==> config.mk <==
export PLATFORM = sky130hd
export DESIGN_NAME = switch_mcu_encoder
export DESIGN_NICKNAME = d
export VERILOG_FILES = /design/src/rtl/switch_mcu_pkg.sv /design/src/rtl/switch_mcu_enc_pack.sv /design/src/rtl/switch_mcu_encoder.sv
export SDC_FILE = /design/constraint.sdc
export NUM_CORES = 1
export LEC_CHECK = 0
export ABC_CLOCK_PERIOD_IN_PS = 6500
export BUFFER_PORTS_ARGS = -buffer_cell sky130_fd_sc_hd__buf_2
export CORE_UTILIZATION = 59
export CTS_BUF_LIST = sky130_fd_sc_hd__clkbuf_16
export DETAILED_ROUTE_END_ITERATION = 16
export PLACE_DENSITY_LB_ADDON = 0.1
export SLEW_MARGIN = 20
export SYNTH_ARGS = -nofsm -noshare
export SYNTH_HDL_FRONTEND = slang
export SYNTH_SLANG_ARGS = --single-unit
==> constraint.sdc <==
create_clock -name input_clk -period 6.5 [get_ports input_clk]
set_input_delay 0.65 -clock input_clk [delete_from_list [all_inputs] [get_ports input_clk]]
set_output_delay 0.65 -clock input_clk [all_outputs]
set_load 0.01 [all_outputs]
==> src/rtl/switch_mcu_pkg.sv <==
// Shared RV32I encoding constants: op indices, major opcodes, format classes and fixed words.
// Used by both the MCU instruction decoder and switch_mcu_encoder.
package switch_mcu_pkg;

    localparam logic [5:0] OP_LUI    = 6'd0,  OP_AUIPC  = 6'd1,  OP_JAL    = 6'd2,  OP_JALR   = 6'd3;
    localparam logic [5:0] OP_BEQ    = 6'd4,  OP_BNE    = 6'd5,  OP_BLT    = 6'd6,  OP_BGE    = 6'd7;
    localparam logic [5:0] OP_BLTU   = 6'd8,  OP_BGEU   = 6'd9;
    localparam logic [5:0] OP_LB     = 6'd10, OP_LH     = 6'd11, OP_LW     = 6'd12, OP_LBU    = 6'd13;
    localparam logic [5:0] OP_LHU    = 6'd14, OP_SB     = 6'd15, OP_SH     = 6'd16, OP_SW     = 6'd17;
    localparam logic [5:0] OP_ADDI   = 6'd18, OP_SLTI   = 6'd19, OP_SLTIU  = 6'd20, OP_XORI   = 6'd21;
    localparam logic [5:0] OP_ORI    = 6'd22, OP_ANDI   = 6'd23, OP_SLLI   = 6'd24, OP_SRLI   = 6'd25;
    localparam logic [5:0] OP_SRAI   = 6'd26, OP_ADD    = 6'd27, OP_SUB    = 6'd28, OP_SLL    = 6'd29;
    localparam logic [5:0] OP_SLT    = 6'd30, OP_SLTU   = 6'd31, OP_XOR    = 6'd32, OP_SRL    = 6'd33;
    localparam logic [5:0] OP_SRA    = 6'd34, OP_OR     = 6'd35, OP_AND    = 6'd36, OP_FENCE  = 6'd37;
    localparam logic [5:0] OP_FENCE_I = 6'd38, OP_ECALL = 6'd39, OP_EBREAK = 6'd40, OP_CSRRW  = 6'd41;
    localparam logic [5:0] OP_CSRRS  = 6'd42, OP_CSRRC  = 6'd43, OP_CSRRWI = 6'd44, OP_CSRRSI = 6'd45;
    localparam logic [5:0] OP_CSRRCI = 6'd46;

    localparam logic [6:0] OPC_LUI      = 7'b0110111;
    localparam logic [6:0] OPC_AUIPC    = 7'b0010111;
    localparam logic [6:0] OPC_JAL      = 7'b1101111;
    localparam logic [6:0] OPC_JALR     = 7'b1100111;
    localparam logic [6:0] OPC_BRANCH   = 7'b1100011;
    localparam logic [6:0] OPC_LOAD     = 7'b0000011;
    localparam logic [6:0] OPC_STORE    = 7'b0100011;
    localparam logic [6:0] OPC_OP_IMM   = 7'b0010011;
    localparam logic [6:0] OPC_OP       = 7'b0110011;
    localparam logic [6:0] OPC_MISC_MEM = 7'b0001111;
    localparam logic [6:0] OPC_SYSTEM   = 7'b1110011;

    localparam logic [6:0] F7_ZERO = 7'b0000000;
    localparam logic [6:0] F7_ALT  = 7'b0100000;

    localparam logic [31:0] WORD_NOP     = 32'h0000_0013;
    localparam logic [31:0] WORD_FENCE_I = 32'h0000_100F;
    localparam logic [31:0] WORD_ECALL   = 32'h0000_0073;
    localparam logic [31:0] WORD_EBREAK  = 32'h0010_0073;

    // FMT_SYS means "the immediate already holds the complete word".
    typedef enum logic [2:0] {FMT_R, FMT_I, FMT_S, FMT_B, FMT_U, FMT_J, FMT_SYS} fmt_e;

    typedef struct packed {
        fmt_e       fmt;
        logic [6:0] opcode;
        logic [2:0] funct3;
        logic [6:0] funct7;
        logic       legal;
    } op_ctl_t;

    function automatic op_ctl_t mk_ctl(input fmt_e fmt, input logic [6:0] opc,
                                       input logic [2:0] f3, input logic [6:0] f7);
        op_ctl_t c;
        c.fmt    = fmt;
        c.opcode = opc;
        c.funct3 = f3;
        c.funct7 = f7;
        c.legal  = 1'b1;
        return c;
    endfunction

endpackage

==> src/rtl/switch_mcu_enc_pack.sv <==
// Combinational field packer: places opcode, functs, registers and immediate bits per format.
module switch_mcu_enc_pack
    import switch_mcu_pkg::*;
(
    input  fmt_e        fmt_i,
    input  logic [6:0]  opcode_i,
    input  logic [2:0]  funct3_i,
    input  logic [6:0]  funct7_i,
    input  logic [4:0]  rd_i,
    input  logic [4:0]  rs1_i,
    input  logic [4:0]  rs2_i,
    input  logic [31:0] imm_i,
    output logic [31:0] word_o
);

    always_comb begin
        word_o = imm_i;
        case (fmt_i)
            FMT_R: word_o = {funct7_i, rs2_i, rs1_i, funct3_i, rd_i, opcode_i};
            FMT_I: word_o = {imm_i[11:0], rs1_i, funct3_i, rd_i, opcode_i};
            FMT_S: word_o = {imm_i[11:5], rs2_i, rs1_i, funct3_i, imm_i[4:0], opcode_i};
            FMT_B: word_o = {imm_i[12], imm_i[10:5], rs2_i, rs1_i, funct3_i,
                             imm_i[4:1], imm_i[11], opcode_i};
            FMT_U: word_o = {imm_i[31:12], rd_i, opcode_i};
            FMT_J: word_o = {imm_i[20], imm_i[10:1], imm_i[11], imm_i[19:12], rd_i, opcode_i};
            default: word_o = imm_i;
        endcase
    end

endmodule

==> src/rtl/switch_mcu_encoder.sv <==
// Two-stage RV32I instruction encoder with valid/ready on both sides.
// Optional immediate range checking is enabled by defining SWITCH_MCU_ENC_RANGE_CHECK_EN.
module switch_mcu_encoder
    import switch_mcu_pkg::*;
#(
    parameter int          CNT_W    = 16,
    parameter logic [31:0] NOP_WORD = WORD_NOP
) (
    input  logic             input_clk,
    input  logic             input_rst,
    input  logic             input_req_valid,
    output logic             output_req_ready,
    input  logic [5:0]       input_op,
    input  logic [4:0]       input_rd,
    input  logic [4:0]       input_rs1,
    input  logic [4:0]       input_rs2,
    input  logic [31:0]      input_imm,
    output logic [31:0]      output_inst,
    output logic             output_inst_valid,
    input  logic             input_inst_ready,
    output logic             output_illegal,
    output logic [CNT_W-1:0] output_inst_count
);

    function automatic op_ctl_t op_lookup(input logic [5:0] op);
        op_ctl_t c;
        c = mk_ctl(FMT_SYS, OPC_SYSTEM, 3'b000, F7_ZERO);
        c.legal = 1'b0;
        case (op)
            OP_LUI:    c = mk_ctl(FMT_U, OPC_LUI,      3'b000, F7_ZERO);
            OP_AUIPC:  c = mk_ctl(FMT_U, OPC_AUIPC,    3'b000, F7_ZERO);
            OP_JAL:    c = mk_ctl(FMT_J, OPC_JAL,      3'b000, F7_ZERO);
            OP_JALR:   c = mk_ctl(FMT_I, OPC_JALR,     3'b000, F7_ZERO);
            OP_BEQ:    c = mk_ctl(FMT_B, OPC_BRANCH,   3'b000, F7_ZERO);
            OP_BNE:    c = mk_ctl(FMT_B, OPC_BRANCH,   3'b001, F7_ZERO);
            OP_BLT:    c = mk_ctl(FMT_B, OPC_BRANCH,   3'b100, F7_ZERO);
            OP_BGE:    c = mk_ctl(FMT_B, OPC_BRANCH,   3'b101, F7_ZERO);
            OP_BLTU:   c = mk_ctl(FMT_B, OPC_BRANCH,   3'b110, F7_ZERO);
            OP_BGEU:   c = mk_ctl(FMT_B, OPC_BRANCH,   3'b111, F7_ZERO);
            OP_LB:     c = mk_ctl(FMT_I, OPC_LOAD,     3'b000, F7_ZERO);
            OP_LH:     c = mk_ctl(FMT_I, OPC_LOAD,     3'b001, F7_ZERO);
            OP_LW:     c = mk_ctl(FMT_I, OPC_LOAD,     3'b010, F7_ZERO);
            OP_LBU:    c = mk_ctl(FMT_I, OPC_LOAD,     3'b100, F7_ZERO);
            OP_LHU:    c = mk_ctl(FMT_I, OPC_LOAD,     3'b101, F7_ZERO);
            OP_SB:     c = mk_ctl(FMT_S, OPC_STORE,    3'b000, F7_ZERO);
            OP_SH:     c = mk_ctl(FMT_S, OPC_STORE,    3'b001, F7_ZERO);
            OP_SW:     c = mk_ctl(FMT_S, OPC_STORE,    3'b010, F7_ZERO);
            OP_ADDI:   c = mk_ctl(FMT_I, OPC_OP_IMM,   3'b000, F7_ZERO);
            OP_SLTI:   c = mk_ctl(FMT_I, OPC_OP_IMM,   3'b010, F7_ZERO);
            OP_SLTIU:  c = mk_ctl(FMT_I, OPC_OP_IMM,   3'b011, F7_ZERO);
            OP_XORI:   c = mk_ctl(FMT_I, OPC_OP_IMM,   3'b100, F7_ZERO);
            OP_ORI:    c = mk_ctl(FMT_I, OPC_OP_IMM,   3'b110, F7_ZERO);
            OP_ANDI:   c = mk_ctl(FMT_I, OPC_OP_IMM,   3'b111, F7_ZERO);
            OP_SLLI:   c = mk_ctl(FMT_I, OPC_OP_IMM,   3'b001, F7_ZERO);
            OP_SRLI:   c = mk_ctl(FMT_I, OPC_OP_IMM,   3'b101, F7_ZERO);
            OP_SRAI:   c = mk_ctl(FMT_I, OPC_OP_IMM,   3'b101, F7_ALT);
            OP_ADD:    c = mk_ctl(FMT_R, OPC_OP,       3'b000, F7_ZERO);
            OP_SUB:    c = mk_ctl(FMT_R, OPC_OP,       3'b000, F7_ALT);
            OP_SLL:    c = mk_ctl(FMT_R, OPC_OP,       3'b001, F7_ZERO);
            OP_SLT:    c = mk_ctl(FMT_R, OPC_OP,       3'b010, F7_ZERO);
            OP_SLTU:   c = mk_ctl(FMT_R, OPC_OP,       3'b011, F7_ZERO);
            OP_XOR:    c = mk_ctl(FMT_R, OPC_OP,       3'b100, F7_ZERO);
            OP_SRL:    c = mk_ctl(FMT_R, OPC_OP,       3'b101, F7_ZERO);
            OP_SRA:    c = mk_ctl(FMT_R, OPC_OP,       3'b101, F7_ALT);
            OP_OR:     c = mk_ctl(FMT_R, OPC_OP,       3'b110, F7_ZERO);
            OP_AND:    c = mk_ctl(FMT_R, OPC_OP,       3'b111, F7_ZERO);
            OP_FENCE:  c = mk_ctl(FMT_I, OPC_MISC_MEM, 3'b000, F7_ZERO);
            OP_FENCE_I, OP_ECALL, OP_EBREAK:
                       c = mk_ctl(FMT_SYS, OPC_SYSTEM, 3'b000, F7_ZERO);
            OP_CSRRW:  c = mk_ctl(FMT_I, OPC_SYSTEM,   3'b001, F7_ZERO);
            OP_CSRRS:  c = mk_ctl(FMT_I, OPC_SYSTEM,   3'b010, F7_ZERO);
            OP_CSRRC:  c = mk_ctl(FMT_I, OPC_SYSTEM,   3'b011, F7_ZERO);
            OP_CSRRWI: c = mk_ctl(FMT_I, OPC_SYSTEM,   3'b101, F7_ZERO);
            OP_CSRRSI: c = mk_ctl(FMT_I, OPC_SYSTEM,   3'b110, F7_ZERO);
            OP_CSRRCI: c = mk_ctl(FMT_I, OPC_SYSTEM,   3'b111, F7_ZERO);
            default:   c.legal = 1'b0;
        endcase
        return c;
    endfunction

`ifdef SWITCH_MCU_ENC_RANGE_CHECK_EN
    // True when v is the sign extension of its bits [msb:0].
    function automatic logic fits_signed(input logic [31:0] v, input int msb);
        logic signed [31:0] s;
        s = $signed(v) >>> msb;
        return (s == '0) || (s == '1);
    endfunction
`endif

    logic s2_adv, req_fire, out_fire;

    logic vld_p1_q, ill_p1_q;
    fmt_e fmt_p1_q;
    logic [6:0]  opc_p1_q, f7_p1_q;
    logic [2:0]  f3_p1_q;
    logic [4:0]  rd_p1_q, rs1_p1_q, rs2_p1_q;
    logic [31:0] imm_p1_q;

    logic vld_p2_q, ill_p2_q;
    logic [31:0] inst_p2_q;
    logic [CNT_W-1:0] cnt_q;

    op_ctl_t     ctl;
    logic        is_shift, is_fence, ill_d;
    fmt_e        fmt_d;
    logic [4:0]  rd_d, rs1_d;
    logic [31:0] imm_d, pack_word;

    assign s2_adv           = !vld_p2_q || input_inst_ready;
    assign output_req_ready = !vld_p1_q || s2_adv;
    assign req_fire         = input_req_valid && output_req_ready;
    assign out_fire         = vld_p2_q && input_inst_ready;

    // S1 next state: look up encoding, normalise fields, fold fixed words and rejects into FMT_SYS.
    always_comb begin
        ctl      = op_lookup(input_op);
        is_shift = (input_op >= OP_SLLI) && (input_op <= OP_SRAI);
        is_fence = (input_op == OP_FENCE);
        fmt_d    = ctl.fmt;
        ill_d    = !ctl.legal;
        rd_d     = input_rd;
        rs1_d    = input_rs1;
        imm_d    = input_imm;
        if (is_shift) begin
            imm_d = {20'b0, ctl.funct7, input_imm[4:0]};
        end
        if (is_fence) begin
            imm_d = {24'b0, input_imm[7:0]};
            rd_d  = 5'd0;
            rs1_d = 5'd0;
        end
        case (input_op)
            OP_FENCE_I: imm_d = WORD_FENCE_I;
            OP_ECALL:   imm_d = WORD_ECALL;
            OP_EBREAK:  imm_d = WORD_EBREAK;
            default:    ;
        endcase
`ifdef SWITCH_MCU_ENC_RANGE_CHECK_EN
        begin
            logic rng_ok;
            logic is_csr;
            is_csr = (input_op >= OP_CSRRW) && (input_op <= OP_CSRRCI);
            rng_ok = 1'b1;
            if (is_shift)      rng_ok = (input_imm[31:5] == '0);
            else if (is_fence) rng_ok = (input_imm[31:8] == '0);
            // CSR numbers are unsigned 12-bit addresses, not sign-extended offsets.
            else if (is_csr)   rng_ok = (input_imm[31:12] == '0);
            else begin
                case (ctl.fmt)
                    FMT_I, FMT_S: rng_ok = fits_signed(input_imm, 11);
                    FMT_B:        rng_ok = fits_signed(input_imm, 12) && !input_imm[0];
                    FMT_J:        rng_ok = fits_signed(input_imm, 20) && !input_imm[0];
                    FMT_U:        rng_ok = (input_imm[11:0] == '0);
                    default:      rng_ok = 1'b1;
                endcase
            end
            ill_d = ill_d || !rng_ok;
        end
`endif
        if (ill_d) begin
            fmt_d = FMT_SYS;
            imm_d = NOP_WORD;
        end
    end

    always_ff @(posedge input_clk) begin
        if (req_fire) begin
            ill_p1_q <= ill_d;
            fmt_p1_q <= fmt_d;
            opc_p1_q <= ctl.opcode;
            f3_p1_q  <= ctl.funct3;
            f7_p1_q  <= ctl.funct7;
            rd_p1_q  <= rd_d;
            rs1_p1_q <= rs1_d;
            rs2_p1_q <= input_rs2;
            imm_p1_q <= imm_d;
        end
    end

    // S1 -> S2 boundary: pack the registered fields into the output word.
    switch_mcu_enc_pack u_pack (
        .fmt_i    (fmt_p1_q),
        .opcode_i (opc_p1_q),
        .funct3_i (f3_p1_q),
        .funct7_i (f7_p1_q),
        .rd_i     (rd_p1_q),
        .rs1_i    (rs1_p1_q),
        .rs2_i    (rs2_p1_q),
        .imm_i    (imm_p1_q),
        .word_o   (pack_word)
    );

    always_ff @(posedge input_clk) begin
        if (input_rst) begin
            vld_p1_q  <= 1'b0;
            vld_p2_q  <= 1'b0;
            ill_p2_q  <= 1'b0;
            inst_p2_q <= '0;
            cnt_q     <= '0;
        end else begin
            if (output_req_ready) vld_p1_q <= input_req_valid;
            if (s2_adv)           vld_p2_q <= vld_p1_q;
            if (s2_adv && vld_p1_q) begin
                inst_p2_q <= pack_word;
                ill_p2_q  <= ill_p1_q;
            end
            if (out_fire) cnt_q <= cnt_q + CNT_W'(1);
        end
    end

    assign output_inst       = inst_p2_q;
    assign output_inst_valid = vld_p2_q;
    assign output_illegal    = ill_p2_q;
    assign output_inst_count = cnt_q;

endmodule

* Yosys cells after proc, flatten, opt, wreduce, memory -nomap -nowiden
Index checks and enable logic that the tools add are counted.
** Storage, ports and cells
- Input bits :: 57
- Output and inout bits :: 51
- Register bits after elaboration :: 119
- Logic and storage cells :: 86
** Operators by class
- Add/sub/neg operators :: 1
- Reduce and logical (&&, ||, !) cells :: 12
- Order comparisons :: 2
- Muxes and demuxes :: 6
- Equality and inequality tests :: 51
** Operators with widths (count)
- $pmux 20 s44 :: 1
- $pmux 32 s6 :: 1
- $eq 6x5->1 const B :: 16
- $pmux 32 s3 :: 1
- $eq 6x6->1 const B :: 15
- $mux 32 :: 2
- $eq 6x4->1 const B :: 8
- $reduce_or 47->1 :: 1
- $eq 6x3->1 const B :: 4
- $add 16x1->16 const B :: 1
- $eq 6x2->1 const B :: 2
- $eq 3x2->1 const B :: 2
- $eq 3x3->1 const B :: 2
- $eq 6x1->1 const B :: 1
- $ge 6x5->1 const B :: 1
- $le 6x5->1 const B :: 1
- $logic_not 6->1 :: 1
- $logic_and 1x1->1 :: 4
- $eq 3x1->1 const B :: 1
- $logic_not 1->1 :: 3
- $logic_not 3->1 :: 1
- $logic_or 1x1->1 :: 2
- $mux 1 :: 1

* Depth between registers and ports, before layout
Gate-level depths: netlist (run 1).
- Depth in word-level cells :: 5
- Depth in mapped cells :: 6
- Gate-level depth less buffers :: 5

* Cells and area by module
Synthesis (run 1) repeated with hierarchy kept, for this count alone.
** Unflattened totals
- Cell total of the unflattened synthesis :: 575
- Area, all modules :: 5534.1 um^2
** By module, submodules not included
- switch_mcu_encoder :: times used 1, area an instance 4830.9 um^2, cells each 491, seq. area each 2822.7 um^2
- switch_mcu_enc_pack :: times used 1, area an instance 703.2 um^2, cells each 84, seq. area each 0.0 um^2

* Least setup slack after synthesis (run 1)
OpenSTA, ideal clock, no wires.
- Path kind :: in2reg
- Start :: in input_inst_ready
- End :: reg f3_p1_q[0] (enable)
- Arrival time :: 2266 ps
- Library setup time :: 424 ps
- Setup slack :: 3809 ps
- Stages on the path :: 3
- Buffers on the path :: 0
- Path through :: nor2b_2 -> nand2_1 -> and2_1
** Between the ends
- Word-level cells in the longest chain between the ends :: 3
** Ends and longest elaborated chain
- from (decl) :: line switch_mcu_encoder.sv:20 : input logic input_inst_ready,
- $logic_or 1x1->1 :: line switch_mcu_encoder.sv:109 : assign s2_adv = !vld_p2_q || input_inst_ready;
- $logic_or 1x1->1 :: line switch_mcu_encoder.sv:110 : assign output_req_ready = !vld_p1_q || s2_adv;
- via output_req_ready :: line switch_mcu_encoder.sv:12 : output logic output_req_ready,
- $logic_and 1x1->1 :: line switch_mcu_encoder.sv:111 : assign req_fire = input_req_valid && output_req_ready;
- via req_fire :: line switch_mcu_encoder.sv:90 : logic s2_adv, req_fire, out_fire;
- to (signal assigned) :: line switch_mcu_encoder.sv:171 : f3_p1_q <= ctl.funct3;
- to (decl) :: line switch_mcu_encoder.sv:95 : logic [2:0] f3_p1_q;
The timed path passes the listed nets, and every way through them passes these cells.
A chain may end at the register's enable or synchronous reset.

* Worst setup path in the final report (run 1)
- Start :: in fmt_p1_q[1]
- End :: reg inst_p2_q[26] (netlist: output_inst[26])
** Between the ends
- Word-level cells in the longest chain between the ends :: 2
- Elaborated cells between the ends (all ways) :: 7
- Classes of those cells :: eq/ne (5); mux (1); reduce/logical (1)
** Ends and longest elaborated chain
- from (decl) :: line switch_mcu_encoder.sv:93 : fmt_e fmt_p1_q;
- $eq 3x3->1 (tied with other cells) :: line switch_mcu_enc_pack.sv:18 : case (fmt_i)
- $pmux 32 s6 * :: line switch_mcu_enc_pack.sv:18
- to (signal assigned) :: line switch_mcu_encoder.sv:204 : inst_p2_q <= pack_word;
- to (decl) :: line switch_mcu_encoder.sv:100 : logic [31:0] inst_p2_q;
Every way passes the cells marked *; elsewhere a longest branch is shown, timed or not.

==> results.md, run 1 <==
- The worst hold path depth is 2.
- The H-tree depth reported by CTS is 3.
- Averaged over all synthesized cells, the footprint is 10.0 µm².
- Setup repair after global routing left no endpoint under its margin.
- The largest area contributor in the netlist is edfxtp_1.
- The kind of start point of the critical path is a register.
- The top flip-flop cell by instance count after synthesis is edfxtp_1.
- Timing would allow up to about 420 MHz.
- Row generation in the floorplan step produced 34 rows.
- Once routing completed, OpenROAD measured the worst setup slack at 4.13 ns.
- At the worst endpoint, the required time is 6.69 ns.
- The tightest hold path in the finished design has a slack of 0.454 ns.
- The routed design has 11800 µm of wire.
- From synthesis to final layout, the design area changed by 14.2%.
- At the pin with the least slew margin, the transition time is 0.988 ns.
- The largest fanout on the critical path is 22.
- The post-synth net total is 587.
- The vias after detailed routing is 4145.
- The post-CTS resize count is 0.
- In this run the vertical extent of the chip is 96.7 µm.
- Setup total negative slack on the finished layout was measured at 0 ns.
- At the end of routability-driven placement, the weighted congestion stood at 0.875.
- The mapped netlist covers between 5000 and 6000 µm².
- The largest net degree at the start of global routing is 61.
- The number of buffers added to fix hold violations after cts is 0.
- The relative slew slack is 34.0%.
- The detailed router finished its first iteration with 257 violations.
- The yosys synthesis warning count is 0.
- On the final layout, the worst clock skew is 0.00886 ns.
- The via count of the first global-routing pass is 3810.
- The number of failing hold endpoints at the final stage is 0.
- The number of diodes added for antenna fixing is 0.
- The cell area power density is about 250 nW/µm².
- After synthesis, the cell types taking the most area are edfxtp_1 34%, dfxtp_1 19%, nand2_1 3.6%.
- After detailed routing, the average wire length per cell comes to 16.4 µm.
- The max-slew violation total from the final report came to 0.
- The startpoint-to-endpoint class of the critical path is reg -> reg.
- In this run the deepest clock path goes through 2 buffers.
- From left edge to right edge, the die measures between 90 and 100 µm.
- For this run, asynchronously set or reset flops after synthesis account for 0%.
- The leakage component of the power is 2.46 nW.
- Setup violations remaining at the end of the flow were counted as 0.
- The later pin in the worst-skew pair is clocked with a latency of 0.34 ns.
- The post-route netlist has 22.5% of its cells at a drive strength greater than 1.
- The commonest cells after synthesis are 60 x edfxtp_1, 51 x dfxtp_1, 51 x nand2_1, 51 x nor2_1, 25 x a21oi_1.
- The clock net in this run drives a total of 111 sinks.
- The logic depth of the worst register-to-register path is 4.
- The count of antenna-violating nets left after detailed routing is 0.
- The share of the clock period used by the worst path after layout is 36.5%.
- The boundary pin count is 108.
- The flow ran to the end, and the final reports show no timing, DRC or antenna violations.
- The initial utilization of the core area, before any placement, comes to approximately three fifths.
- The final net count is about 660.
- Across the VDD grid, the largest voltage drop is 0.000125 V.
- The worst path in the final design needs a cycle of 2.37 ns, including I/O delays and setup.
- Synthesis inferred ~110 register bits.
- The type of the worst min-delay path is reg -> reg.
- The synthesized design devotes to its leading area cell type around 34% of total area.
- The total of buffers placed on input and output ports is 107.
- For this run, design rule violations remaining after detail routing come to 0.
- The core region area is 8720 µm².
- The initial antenna violation count was 0.
- The HPWL after detailed placement is 8110 µm.
- The remaining global-route overflow is 0.
- The leading cell type by number of instances after synthesis is edfxtp_1.
- The first TritonRoute pass finished after 5 iterations.
- The number of enable-type register cells in the synthesized netlist is 60.
- The sequential fraction of the synthesis area is 53.3%.
- Dividing the detail-routed via count by the number of cells gives 5.78.
- The number of distinct library cell variants in the gate-level netlist after synthesis is 65.
- Counting the buffers created by CTS gives 9.
- Clock tree synthesis selected as its root buffer the cell clkbuf_16.
- The data arrival at the endpoint of the critical path is ~2.6 ns.
- The first global-routing pass estimated 19100 µm of wire.
- The number of setup buffers added after CTS is 0.
- The die covers a little over 9000 µm².
- After clock tree synthesis, the clock-pin slew on the worst setup and hold paths is 0.07 ns.
- The sort of element at the end of the critical path is a register.
- The post-placement setup slack is 3.93 ns.
- The global-route usage over all layers is 25.6%.
- The number of maximum-capacitance violations is 0.
- The gate count of the mapped netlist is ~530.
- The TritonCTS clock tree is done.
==> state kept, by name, indices dropped and copies added (netlist names), 5 cells and up <==
signal	count
imm_p1_q	32
rs2_p1_q	5
opc_p1_q	5
rd_p1_q	5
output_inst	32
output_inst_count	16
rs1_p1_q	5
==> stage by stage <==
| stage | total power, mW | instances | util, % | area [µm²] |
|---|---|---|---|---|
| after floorplan | 0.950 | 529 | - | 5290 |
| after global placement | 1.01 | 701 | 66.3 | 5780 |
| after detailed placement | 1.01 | 701 | 66.3 | 5780 |
| after CTS | 1.51 | 717 | 69.3 | 6040 |
| after global routing | 1.55 | 717 | 69.3 | 6040 |
| final | 1.49 | 717 | 69.3 | 6040 |
==> worst max-delay path, stage by stage, from the launching register on <==
cell,delay [ns]
edfxtp_1,0.83
nand2b_1,0.53
o21ai_0,0.36
a221oi_1,0.41
nor3_1,0.08
==> report_power, final <==
| part | internal (mW) | switching (mW) | leakage (nW) |
|---|---|---|---|
| clock | 0.258 | 0.240 | 0.139 |
| sequential | 0.787 | 0.0246 | 1.01 |
| combinational | 0.0752 | 0.110 | 1.31 |
| total | 1.12 | 0.374 | 2.46 |
==> layer usage <==
| layer | global-route usage (%) | vias to the layer above | part of all wire (%) |
|---|---|---|---|
| li1 | - | 2075 | - |
| met1 | 35.0 | 1940 | 42 |
| met2 | 42.7 | 121 | 51 |
| met3 | 4.84 | 9 | 6.1 |
| met4 | 5.28 | 0 | 0.81 |
| met5 | 0 | - | 0 |
==> cells by family after synthesis <==
family / count (synthesis) / synth area share (%)
and+or+nand+nor: 223 / 21.5
AOI/OAI and AO/OA: 103 / 13.4
DFF: 111 / 53.3
adders and majority gates: 2 / 0.426
buffers and inverters: 53 / 4.49
muxes: 20 / 4.04
xor gates and xnor gates: 17 / 2.81
==> cell type report <==
cell class	instances	area [µm²]
clock inverter	7	40.0
multi-input combinational	365	2240
inverter	8	30.0
sequential	111	2820
fill	706	2680
clock buffer	9	225
timing repair buffer	109	551
tap	108	135
==> cells in the final DEF (no fill, tap or decap), types with 3 or more instances in the layout <==
cell type | synthesis | routed
a211oi_1 | 12 | 12
a21oi_1 | 25 | 25
a221oi_1 | 6 | 6
a311oi_1 | 6 | 6
and2_1 | 12 | 11
and3_1 | 23 | 23
buf_2 | 24 | 107
clkbuf_16 | 0 | 9
dfxtp_1 | 51 | 51
edfxtp_1 | 60 | 60
inv_1 | 7 | 9
mux2i_1 | 18 | 18
nand2_1 | 51 | 51
nand2b_1 | 8 | 8
nand3_1 | 17 | 17
nand3b_1 | 3 | 3
nand4_1 | 7 | 7
nor2_1 | 51 | 51
nor2b_1 | 11 | 10
nor3_1 | 19 | 19
nor4_1 | 5 | 5
nor4b_1 | 3 | 3
o211ai_1 | 12 | 12
o21ai_0 | 14 | 14
o31ai_1 | 3 | 3
xnor2_1 | 10 | 10
xor2_1 | 7 | 7
==> path summary, 6_finish.rpt <==
check | startpoint | end | slack (ns)
setup / recovery | fmt_p1_q[1] | output_inst[26] | 4.13
hold / removal | output_inst[8] | output_inst[8] | 0.45
setup reg to reg | fmt_p1_q[1] | output_inst[26] | 4.13
hold reg to reg | output_inst[8] | output_inst[8] | 0.45
(Power assumes the default switching activity.)
==> run 2: changes to the inputs <==
--- a/config.mk
+++ b/config.mk
@@ -5,9 +5,9 @@
 export SDC_FILE = /design/constraint.sdc
 export NUM_CORES = 1
 export LEC_CHECK = 0
-export ABC_CLOCK_PERIOD_IN_PS = 6500
+export ABC_CLOCK_PERIOD_IN_PS = 2100
 export BUFFER_PORTS_ARGS = -buffer_cell sky130_fd_sc_hd__buf_2
-export CORE_UTILIZATION = 59
+export CORE_UTILIZATION = 50
 export CTS_BUF_LIST = sky130_fd_sc_hd__clkbuf_16
 export DETAILED_ROUTE_END_ITERATION = 16
 export PLACE_DENSITY_LB_ADDON = 0.1
==> constraint.sdc (replaced) <==
create_clock -name input_clk -period 2.1 [get_ports input_clk]
set_input_delay 0.21 -clock input_clk [delete_from_list [all_inputs] [get_ports input_clk]]
set_output_delay 0.21 -clock input_clk [all_outputs]
set_load 0.01 [all_outputs]
==> results.md, run 2 (synthesized netlist as in run 1, its figures left out) <==
- The number of buffer and inverter instances along the worst setup path came to 2 (+2).
- The overall die width is 105 µm (+8.4%).
- The clock latency on the worst-skew pair is 0.35 ns (about the same).
- The count of final setup violators was 0 (unchanged).
- The family with the most delay on the worst path is compound AO/OA/AOI/OAI gates.
- The total CTS buffers is 9 (unchanged).
- The required time of the critical path is 2.37 ns (-4.32 ns).
- The y dimension of the die is 105 µm (+8.4%).
- The setup clock skew after layout came to 0.00751 ns (-0.00134 ns).
- Setup repair after global routing left no endpoint under its margin.
- The largest buffer count on any clock path is 2 (unchanged).
- The top achievable clock speed was 615 MHz (+46%).
- The mean number of vias per cell is 5.52 (-4.6%).
- The type of the worst min-delay path is in -> reg.
- The final net count is 680 (+2.7%).
- The leakage component of the power is 2.54 nW (+3.4%).
- The global-route usage over all layers is 22.8% (-2.8 points).
- The number of buffers added to fix hold violations after cts is 0 (unchanged).
- The run finished with clean final reports.
- The largest fanout on the critical path is 21 (-4.5%).
- The TritonCTS clock tree is done.
- The slew at the pin with the worst max-slew slack is 0.821 ns (-0.167 ns).
- The routed wire length per instance is 15.9 µm (-3.1%).
- The count of routing violations after the opening detailed-route iteration was 241 (-6.2%).
- The multi-input combinational cell area is 2240 µm² (unchanged).
- The most common library cell in the layout ignoring fill and taps is buf_2.
- The initial antenna violation count is 0 (unchanged).
- The vias after detailed routing is 4209 (+1.5%).
- The final weighted congestion in routability-driven placement is 0.817 (-6.6%).
- The register area is 2820 µm² (unchanged).
- On the critical path, the stage with the largest delay is an instance of o21ai_0.
- The number of sinks handled by clock tree synthesis was 111 (unchanged).
- The fill cell instance count of the final layout is 913 (+29%).
- The setup total negative slack is 0 ns (unchanged).
- The largest voltage drop on the vdd net was 0.000379 V (+200%).
- The DRC violation count after routing came to 0 (unchanged).
- The post-CTS resize count is 0 (unchanged).
- The placed wire-length estimate after detailed placement was 8640 µm (+6.6%).
- The final hold slack came to 0.0319 ns (-0.422 ns).
- The final period demand of the worst path is 1.63 ns (-0.747 ns).
- The max-slew violation total from the final report came to 0 (unchanged).
- CTS placed an instance of clkbuf_16 at the clock tree root.
- The count of TritonRoute iterations in the first routing pass is 5 (unchanged).
- The final design instance area without fill was 6260 µm² (+3.6%).
- The die area is 11000 µm² (+18%).
- The library cells used most frequently in the layout, excluding fill and tap cells, are 107 x buf_2, 60 x edfxtp_1, 51 x nor2_1, 51 x nand2_1, 51 x dfxtp_1.
- The number of failing hold endpoints at the final stage came to 0 (unchanged).
- The post-placement setup slack is 0.129 ns (-3.80 ns).
- The number of diodes added for antenna fixing is 0 (unchanged).
- The H-tree depth reported by CTS came to 3 (unchanged).
- The post-CTS setup buffer count is 0 (unchanged).
- The share of layout cells above drive strength 1 came to 24.7% (+2.2 points).
- The core region area is 10300 µm² (+18%).
- The area growth from synthesis to layout is 18.3%.
- The cell area power density was 751 nW/µm² (+200%).
- STA classifies the critical path startpoint as a register.
- The global-route wire length before repair is 19500 µm (+2.3%).
- The largest net degree at the start of global routing was 61 (unchanged).
- The total placed instance area is 5990 µm² (+3.6%).
- The count of antenna-violating nets left after detailed routing is 0 (unchanged).
- The routed wire length is 12100 µm (+3.1%).
- The filler-free cell count of the finished design is 763 (+6.4%).
- The effective utilization at floorplan is 51.5% (-9.2 points).
- Traced cell by cell, the critical path runs through buf_4 -> inv_1 -> o21ai_0 -> a221oi_1 -> nor3_1.
- The total power was 4.70 mW (+210%).
- The remaining global-route overflow is 0 (unchanged).
- The critical path is of the reg -> reg type.
- The number of cell rows came to 37 (+8.8%).
- The share of the clock period used by the worst path after layout is 77.4% (+41 points).
- The clock transition time at the flip-flop clock pins of the worst setup and hold paths is 0.07 ns (about the same).
- The boundary pin count is 108 (unchanged).
- The post-route core utilization was 60.9% (-8.4 points).
- The cell count after placement is 747 (+6.6%).
- The data arrival at the endpoint of the critical path is 1.90 ns (-0.66 ns).
- The via count of the first global-routing pass came to 3873 (+1.7%).
- The delay of the slowest cell on the worst path is 0.54 ns (-0.29 ns).
- The worst setup slack after layout is 0.474 ns (-3.65 ns).
- The sort of element at the end of the critical path is a register.
- The number of maximum-capacitance violations is 0 (unchanged).
- The relative slew slack came to 45.3% (+11 points).
- The total of buffers placed on input and output ports was 107 (unchanged).
[run 2: cell count changes in the layout (fill, tap and decap cells not counted), sizes merged]
cell      change
inv           -2
clkinvlp      +2
buf          +18
[run 2: path summary, 6_finish.rpt]
path / startpoint / end / slack [ns] / cells past startpoint
hold / removal: input_rs2[2] / rs2_p1_q[2] / 0.03 / 1
setup / recovery: fmt_p1_q[1] / output_inst[28] / 0.47 / 5
setup reg to reg: fmt_p1_q[1] / output_inst[28] / 0.47 / 5
hold reg to reg: output_inst[20] / output_inst[20] / 0.45 / 2
[run 2: power by group]
group          internal (mW)  total, mW  switching [mW]
clock                  0.805       1.58           0.774
combinational          0.265      0.620           0.356
sequential              2.43       2.50          0.0669
total                   3.50       4.70            1.20
[run 2: final cells by class]
| type | instances | area share (%) |
|---|---|---|
| clock inverter | 7 | 0.760 |
| sequential | 111 | 45.1 |
| clock buffer | 9 | 3.60 |
| multi-input combinational | 365 | 35.8 |
| timing repair buffer | 127 | 11.6 |
| tap | 136 | 2.72 |
| inverter | 8 | 0.480 |
[run 2: metal layers]
metal | routed length, µm | global-route usage, % | part of all wire, % | vias up
met2 | 6020 | 38.6 | 50 | 109
met4 | 226 | 9.56 | 1.9 | 0
li1 | - | - | - | 2112
met1 | 5370 | 29.5 | 44 | 1974
met3 | 511 | 2.81 | 4.2 | 14
met5 | 0 | 0 | 0 | -
[run 2: worst register-to-register path, delay by kind of cell, from the launching register on]
| family | cells | cell delay (ns) |
|---|---|---|
| AND/OR/NAND/NOR | 1 | 0.17 |
| buffers and inverters | 2 | 0.31 |
| flip-flops | 1 | 0.34 |
| AO/OA/AOI/OAI | 2 | 0.74 |
